[src/rtl/bcd_pkg.sv]
// Shared BCD types and constants: digit typedef, decimal limits and the
// serial adder FSM state encoding.
package bcd_pkg;

  typedef logic [3:0] bcd_digit_t;

  localparam bcd_digit_t BCD_MAX = 4'd9;
  localparam bcd_digit_t BCD_ADJ = 4'd6;

  typedef enum logic [1:0] {
    IDLE = 2'd0,
    RUN  = 2'd1,
    DONE = 2'd2
  } state_t;

endpackage

[src/rtl/bcd_digit_add.sv]
// One decimal digit step: a + b + carry with the +6 correction when the
// binary sum passes nine.
module bcd_digit_add
  import bcd_pkg::*;
(
  input  bcd_digit_t a,
  input  bcd_digit_t b,
  input  logic       c_in,
  output bcd_digit_t sum,
  output logic       c_out
);

  logic [4:0] t;

  always_comb begin
    t     = {1'b0, a} + {1'b0, b} + {4'b0000, c_in};
    c_out = t > {1'b0, BCD_MAX};
    // Adding the correction in four bits gives (t + 6) mod 16 directly.
    sum   = c_out ? (t[3:0] + BCD_ADJ) : t[3:0];
  end

endmodule

[src/rtl/bcd_serial_adder.sv]
// Digit-serial packed-BCD adder, one digit per cycle, LSD first.
// Optional subtract mode (ten's complement) with BCD_SERIAL_ADDER_SUB_EN.
//
// Handshakes: a transfer happens on a rising edge where valid && ready are
// both high; the source holds its payload until then, and ready never
// depends combinationally on valid.
module bcd_serial_adder
  import bcd_pkg::*;
#(
  parameter int DIGITS = 4
) (
  input  logic                clk,
  input  logic                rst_n,
  input  logic                in_valid,
  output logic                in_ready,
  input  logic [4*DIGITS-1:0] a,
  input  logic [4*DIGITS-1:0] b,
  input  logic                c_in,
`ifdef BCD_SERIAL_ADDER_SUB_EN
  input  logic                sub,
`endif
  output logic                out_valid,
  input  logic                out_ready,
  output logic [4*DIGITS-1:0] sum,
  output logic                c_out,
  output logic                out_of_range,
  output state_t              dbg_state
);

  localparam int W  = 4 * DIGITS;
  localparam int IW = (DIGITS > 1) ? $clog2(DIGITS) : 1;
  localparam logic [IW-1:0] LAST = IW'(DIGITS - 1);

  state_t        state;
  logic [W-1:0]  a_sh;
  logic [W-1:0]  b_sh;
  logic [W-1:0]  s_sh;
  logic [W-1:0]  s_next;
  logic          carry;
  logic          oor_acc;
  logic [IW-1:0] idx;

  bcd_digit_t    a_dig;
  bcd_digit_t    b_dig;
  bcd_digit_t    b_eff;
  bcd_digit_t    d_sum;
  logic          d_co;
  logic          oor_dig;

`ifdef BCD_SERIAL_ADDER_SUB_EN
  logic sub_r;
  assign b_eff = sub_r ? (BCD_MAX - b_dig) : b_dig;
`else
  assign b_eff = b_dig;
`endif

  assign a_dig     = a_sh[3:0];
  assign b_dig     = b_sh[3:0];
  assign oor_dig   = (a_dig > BCD_MAX) || (b_dig > BCD_MAX);
  assign dbg_state = state;

  bcd_digit_add u_digit (
    .a     (a_dig),
    .b     (b_eff),
    .c_in  (carry),
    .sum   (d_sum),
    .c_out (d_co)
  );

  // Result digits enter at the top and drift down, so after the last digit
  // digit 0 sits in bits [3:0].
  if (DIGITS == 1) begin : g_one
    assign s_next = d_sum;
  end else begin : g_many
    assign s_next = {d_sum, s_sh[W-1:4]};
  end

  always_ff @(posedge clk) begin
    if (!rst_n) begin
      state        <= IDLE;
      in_ready     <= 1'b1;
      out_valid    <= 1'b0;
      sum          <= '0;
      c_out        <= 1'b0;
      out_of_range <= 1'b0;
      idx          <= '0;
      carry        <= 1'b0;
      oor_acc      <= 1'b0;
      a_sh         <= '0;
      b_sh         <= '0;
      s_sh         <= '0;
`ifdef BCD_SERIAL_ADDER_SUB_EN
      sub_r        <= 1'b0;
`endif
    end else begin
      case (state)
        IDLE: begin
          if (in_valid && in_ready) begin
            a_sh         <= a;
            b_sh         <= b;
            idx          <= '0;
            oor_acc      <= 1'b0;
            out_of_range <= 1'b0;
            in_ready     <= 1'b0;
            state        <= RUN;
`ifdef BCD_SERIAL_ADDER_SUB_EN
            sub_r        <= sub;
            carry        <= sub ? 1'b1 : c_in;
`else
            carry        <= c_in;
`endif
          end
        end
        RUN: begin
          a_sh    <= a_sh >> 4;
          b_sh    <= b_sh >> 4;
          s_sh    <= s_next;
          carry   <= d_co;
          oor_acc <= oor_acc | oor_dig;
          idx     <= idx + IW'(1);
          if (idx == LAST) begin
            state        <= DONE;
            out_valid    <= 1'b1;
            sum          <= s_next;
            c_out        <= d_co;
            out_of_range <= oor_acc | oor_dig;
          end
        end
        DONE: begin
          if (out_ready) begin
            state     <= IDLE;
            out_valid <= 1'b0;
            in_ready  <= 1'b1;
          end
        end
        default: begin
          state     <= IDLE;
          out_valid <= 1'b0;
          in_ready  <= 1'b1;
        end
      endcase
    end
  end

endmodule

[config.mk]
export PLATFORM = sky130hd
export DESIGN_NAME = bcd_serial_adder
export DESIGN_NICKNAME = d
export VERILOG_FILES = /design/src/rtl/bcd_pkg.sv /design/src/rtl/bcd_digit_add.sv /design/src/rtl/bcd_serial_adder.sv
export SDC_FILE = /design/constraint.sdc
export NUM_CORES = 1
export LEC_CHECK = 0
export BUFFER_PORTS_ARGS = -buffer_cell sky130_fd_sc_hd__buf_2
export CAP_MARGIN = 20
export CORE_UTILIZATION = 36
export DETAILED_ROUTE_END_ITERATION = 12
export PLACE_DENSITY_LB_ADDON = 0.1
export SLEW_MARGIN = 40
export SYNTH_ARGS = -nofsm -noshare
export SYNTH_HDL_FRONTEND = slang
export SYNTH_HIERARCHICAL = 1
export SYNTH_SLANG_ARGS = --single-unit
[constraint.sdc]
create_clock -name clk -period 6.2 [get_ports clk]
set_input_delay 1.24 -clock clk [delete_from_list [all_inputs] [get_ports clk]]
set_output_delay 1.24 -clock clk [all_outputs]
set_load 0.02 [all_outputs]
Word level (Yosys, flattened, before mapping)
Cells that the tools add are included.
Word-level totals
  register bits: 74
  input port bits: 37
  output and inout bits: 22
  logic and storage cells: 60
Cells by class
  add/sub/neg operators: 4
  order comparisons: 3
  equal/unequal tests: 6
  muxes and demuxes: 22
  bitwise operators: 3
  reductions and logical operators: 10
Operators by type and width (number)
  $pmux W16 S2: 2
  $mux W16: 2
  $reduce_and A3 Y1: 4
  $gt A4 B4 Y1 const B: 2
  $mux W2: 4
  $mux W1: 6
  $ne A2 B2 Y1 const B: 3
  $pmux W1 S2: 3
  $pmux W1 S3: 2
  $pmux W2 S3: 1
  $add A4 B4 Y5: 1
  $add A5 B1 Y5: 1
  $gt A5 B4 Y1 const B: 1
  $add A4 B3 Y4 const B: 1
  $eq A2 B2 Y1 const B: 2
  $mux W4: 1
  $pmux W2 S2: 1
  $reduce_and A2 Y1: 2
  $add A2 B1 Y2 const B: 1
  $eq A2 B1 Y1 const B: 1
  $logic_not A2 Y1: 1
  $not A1 Y1: 2
  $reduce_bool A2 Y1: 1
  $logic_and A1 B1 Y1: 1
  2 further kinds: 2

Logic depth before layout (Yosys ltp)
  word-level depth: 5
  mapped depth: 9

Hierarchy
Netlist, hierarchy kept.
Modules (own cells, without submodules)
  bcd_serial_adder: times used 1, cells each 322, area an instance 2967.8 um2
  bcd_digit_add: times used 1, cells each 22, area an instance 211.5 um2

Worst setup path after synthesis
No wires, ideal clock.
  kind: register to register
  from: register a_sh[0]
  to: register sum[14]
  setup time: 70 ps
  data arrival time: 2457 ps
  slack: 3672 ps
  stages on the path, launching flop included: 10
  path buffers: 0
  period minus slack after synthesis: 2528 ps
  cells stage by stage: dfxtp_1 > fa_1 > fa_1 > xnor2_1 > ha_1 > a31o_1 > o31ai_4 > mux2i_1 > nand2_1 > a21oi_1
Between the ends
  word-level cells in the longest chain between the ends: 4
  elaborated cells between the ends (all ways): 5
  classes of those cells: add/sub: 3; order compare: 1; mux: 1
RTL lines
  start: declaration: RTL line bcd_serial_adder.sv:35  | logic [W-1:0] a_sh;
  start signal: assignment: RTL line bcd_serial_adder.sv:115  | a_sh <= a_sh >> 4;
  $add A4 B4 Y5: RTL line bcd_digit_add.sv:16  | t = {1'b0, a} + {1'b0, b} + {4'b0000, c_in};
  $add A5 B1 Y5: RTL line bcd_digit_add.sv:16
  $gt A5 B4 Y1: RTL line bcd_digit_add.sv:17  | c_out = t > {1'b0, BCD_MAX};
  net d_co: RTL line bcd_serial_adder.sv:47  | logic d_co;
  $mux W4: RTL line bcd_digit_add.sv:19  | sum = c_out ? (t[3:0] + BCD_ADJ) : t[3:0];
  net d_sum[2]: RTL line bcd_serial_adder.sv:46  | bcd_digit_t d_sum;
  end signal: assignment: RTL line bcd_serial_adder.sv:124  | sum <= s_next;
  end: declaration: RTL line bcd_serial_adder.sv:24  | output logic [4*DIGITS-1:0] sum,
The timed path passes the listed nets, and every way through them passes these cells.
A chain may end at the register's enable or synchronous reset.

Worst setup path after layout
Ends and elaborated chain as after synthesis.

==> results.toml <==
[outcome]
outcome = "complete, no violations"

[route]
postRouteAntennaNets = 0
vias_per_cell = 5.179
post_drt_wl_per_cell_um = 14.33
vias = 2574
drt_iter0_drc = 118
drt_wl_total_mm = 7.123
drc = 0
dr.pass1.iters = 4

[global_route]
grt_use_total_pct = 16.84
grt_pass1_vias = 2453
grt_max_degree = 71
grt_pass1_wl_mm = 11.82
grt-ovfl-total = 0
antenna_found_initial = 0

[critical_path]
crit_type = "reg -> reg"
start_kind = "flip-flop"
cp.arrival_ps = 3000
end_kind = "flip-flop"
reg2reg_from = "a_sh[0]"
timing.rr.end = "sum[14]"
worstRegToRegCells = 9
worstPathRequired_ps = 6480
r2r_setup_slack_ps = 3480
critical_path.max_fanout = 4

[synth]
yosys_warnings = 6
synth.distinct_cells = 37
ys.flop_type = "dfxtp_1"
synth_cells = 344
syn_avg_cell_area_sq_um = 9.242
synth_edf_count = 0
yosysSeqAreaShare_pct = 44.08
syn_area_sq_um = 3179
synth_nets = 388
synthArstFlopShare_pct = 0
ys_ff_latch = 70

[clock_tree]
ctsResizeCount = 0
clk_pin_slew_ps = 80
clkSinkCount = 70
hold_buffers = 0
numCtsBuffers = 9
clockRootBuffer = "clkbuf_8"
clockBufferDepth = 2
insertion_delay_ps = 340
post-cts-setup-buffer-count = 0
htreeDepth = 3
cts_tree = "done"

[power_and_ir_drop]
leakagePower_nw = 1.525
total_power_mw = 1.114
p_per_area_nw_per_um2 = 299.9
vdd.ir_drop.worst_mv = 0.1367

[place]
dp_slack_ps = 3468
routabilityCongestion = 0.7183
port_buffers = 58
place_hpwl_mm = 4.515
placed_area_sq_um = 3490
dp_cells = 481

[floorplanning]
die_height_um = 95.98
die_x_um = 95.98
num_rows = 33
coreArea_sq_um = 8382
boundaryPins = 59
dieArea_sq_um = 9211
start_util_pct = 37.93

[sta]
rsz0062_at_grt = "false"
hold_slack_ps = 454.8
finalHoldViolations = 0
tns_ps = 0
skew_ps = 9.232
final.min_clock_period_ps = 2721
worst_slack_ps = 3479
setup_viol = 0
layout_worst_path_cycle_share_pct = 43.88
slew_violations = 0
worst_pin_slew_ps = 684.1
slew-limit-headroom_pct = 54.25
fmax_ghz = 0.3676

[min_path]
hold_path.class = "reg -> reg"
worstHoldStart = "sum[12]"
worstHoldPathCells = 2
hold_end = "sum[12]"

[finish]
final_cell_mix = "nand2_1 (70), dfxtp_1 (69), buf_2 (58)"
n_fill_cell = 864
diodes = 0
final_common_cell = "nand2_1"
final_nets = 431
areaGrowthSynthToFinish_pct = 16.88
final_util_pct = 44.34
fin_area_sq_um = 3716
drive_above_1_share_pct = 21.17
final_cell_count_no_fill = 497

[flow_run]
maxCapViolCount = 0
-- cell type report --
cell class | count | area [sq um] | share of cell area, %
well taps | 105 | 131.4 | 3.535
multi-input cells | 241 | 1624 | 43.70
repair buffers | 62 | 320.3 | 8.620
flip-flops and latches | 70 | 1403 | 37.74
clock inverters | 7 | 102.6 | 2.761
inverters | 3 | 11.26 | 0.3030
clock buffers | 9 | 123.9 | 3.333
-- Yosys cell counts (2+ instances only) --
cell type | number | share of area, %
o32ai_1 | 2 | 0.55
buf_6 | 3 | 1.1
dfxtp_1 | 70 | 44
inv_1 | 2 | 0.24
nand3b_1 | 2 | 0.47
o21bai_1 | 25 | 5.9
ha_1 | 5 | 2.0
buf_2 | 6 | 0.94
nor2_1 | 6 | 0.71
a21oi_1 | 46 | 7.2
and3b_1 | 2 | 0.55
buf_4 | 3 | 0.71
nand2_1 | 70 | 8.3
fa_1 | 2 | 1.3
o21ai_0 | 12 | 1.9
o311a_1 | 25 | 7.9
mux2_1 | 25 | 8.9
xnor2_1 | 2 | 0.55
clkbuf_1 | 18 | 2.1
-- worst max path at each step --
stage,start,endpoint,slack [ps],depth (start not counted)
detailed placement,a_sh[0],sum[14],3470,9
floorplan,a_sh[0],sum[14],3670,9
global route,a_sh[0],sum[14],3260,9
CTS,a_sh[0],sum[14],3460,9
finish,a_sh[0],sum[14],3480,9
global placement,a_sh[0],sum[14],3540,9
-- per-layer routing --
layer	share of wire [%]	GRT usage (%)	up-vias	routed length, um
met4	0.98	4.478	0	70
met5	0	0	-	0
met2	44	26.01	36	3111
li1	-	-	1322	-
met1	52	22.96	1208	3691
met3	3.5	4.818	8	250
-- where the power goes --
group	total (mW)	switching [mW]	internal [mW]
sequential	0.501	0.0215	0.480
combinational	0.192	0.102	0.0903
clock	0.421	0.189	0.231
-- kinds of logic after synthesis --
logic type                 after synthesis  synth area share, %
muxes                                   26                9.170
buffers and inverters                   33                5.195
xor gates and xnor gates                 2               0.5511
and+or+nand+nor                         88                11.89
AOI/OAI and AO/OA                      118                25.90
DFF                                     70                44.08
adders and majority gates                7                3.227
-- worst max-delay path, cell delays in order, from the launching register on --
cell and delay (ps):
dfxtp_1 330, fa_1 470, fa_1 420, xnor2_1 180
ha_1 240, a31o_1 230, o31ai_4 330, mux2i_1 260
nand2_1 70, a21oi_1 130
-- flip-flops by register name, summed over array words and instances (netlist names) --
signal        count
b_sh             16
out_valid         1
s_sh             12
carry             1
c_out             1
out_of_range      1
sum              16
idx               2
in_ready          1
oor_acc           1
dbg_state         2
a_sh             16
Power figures use the tool's default switching activity.
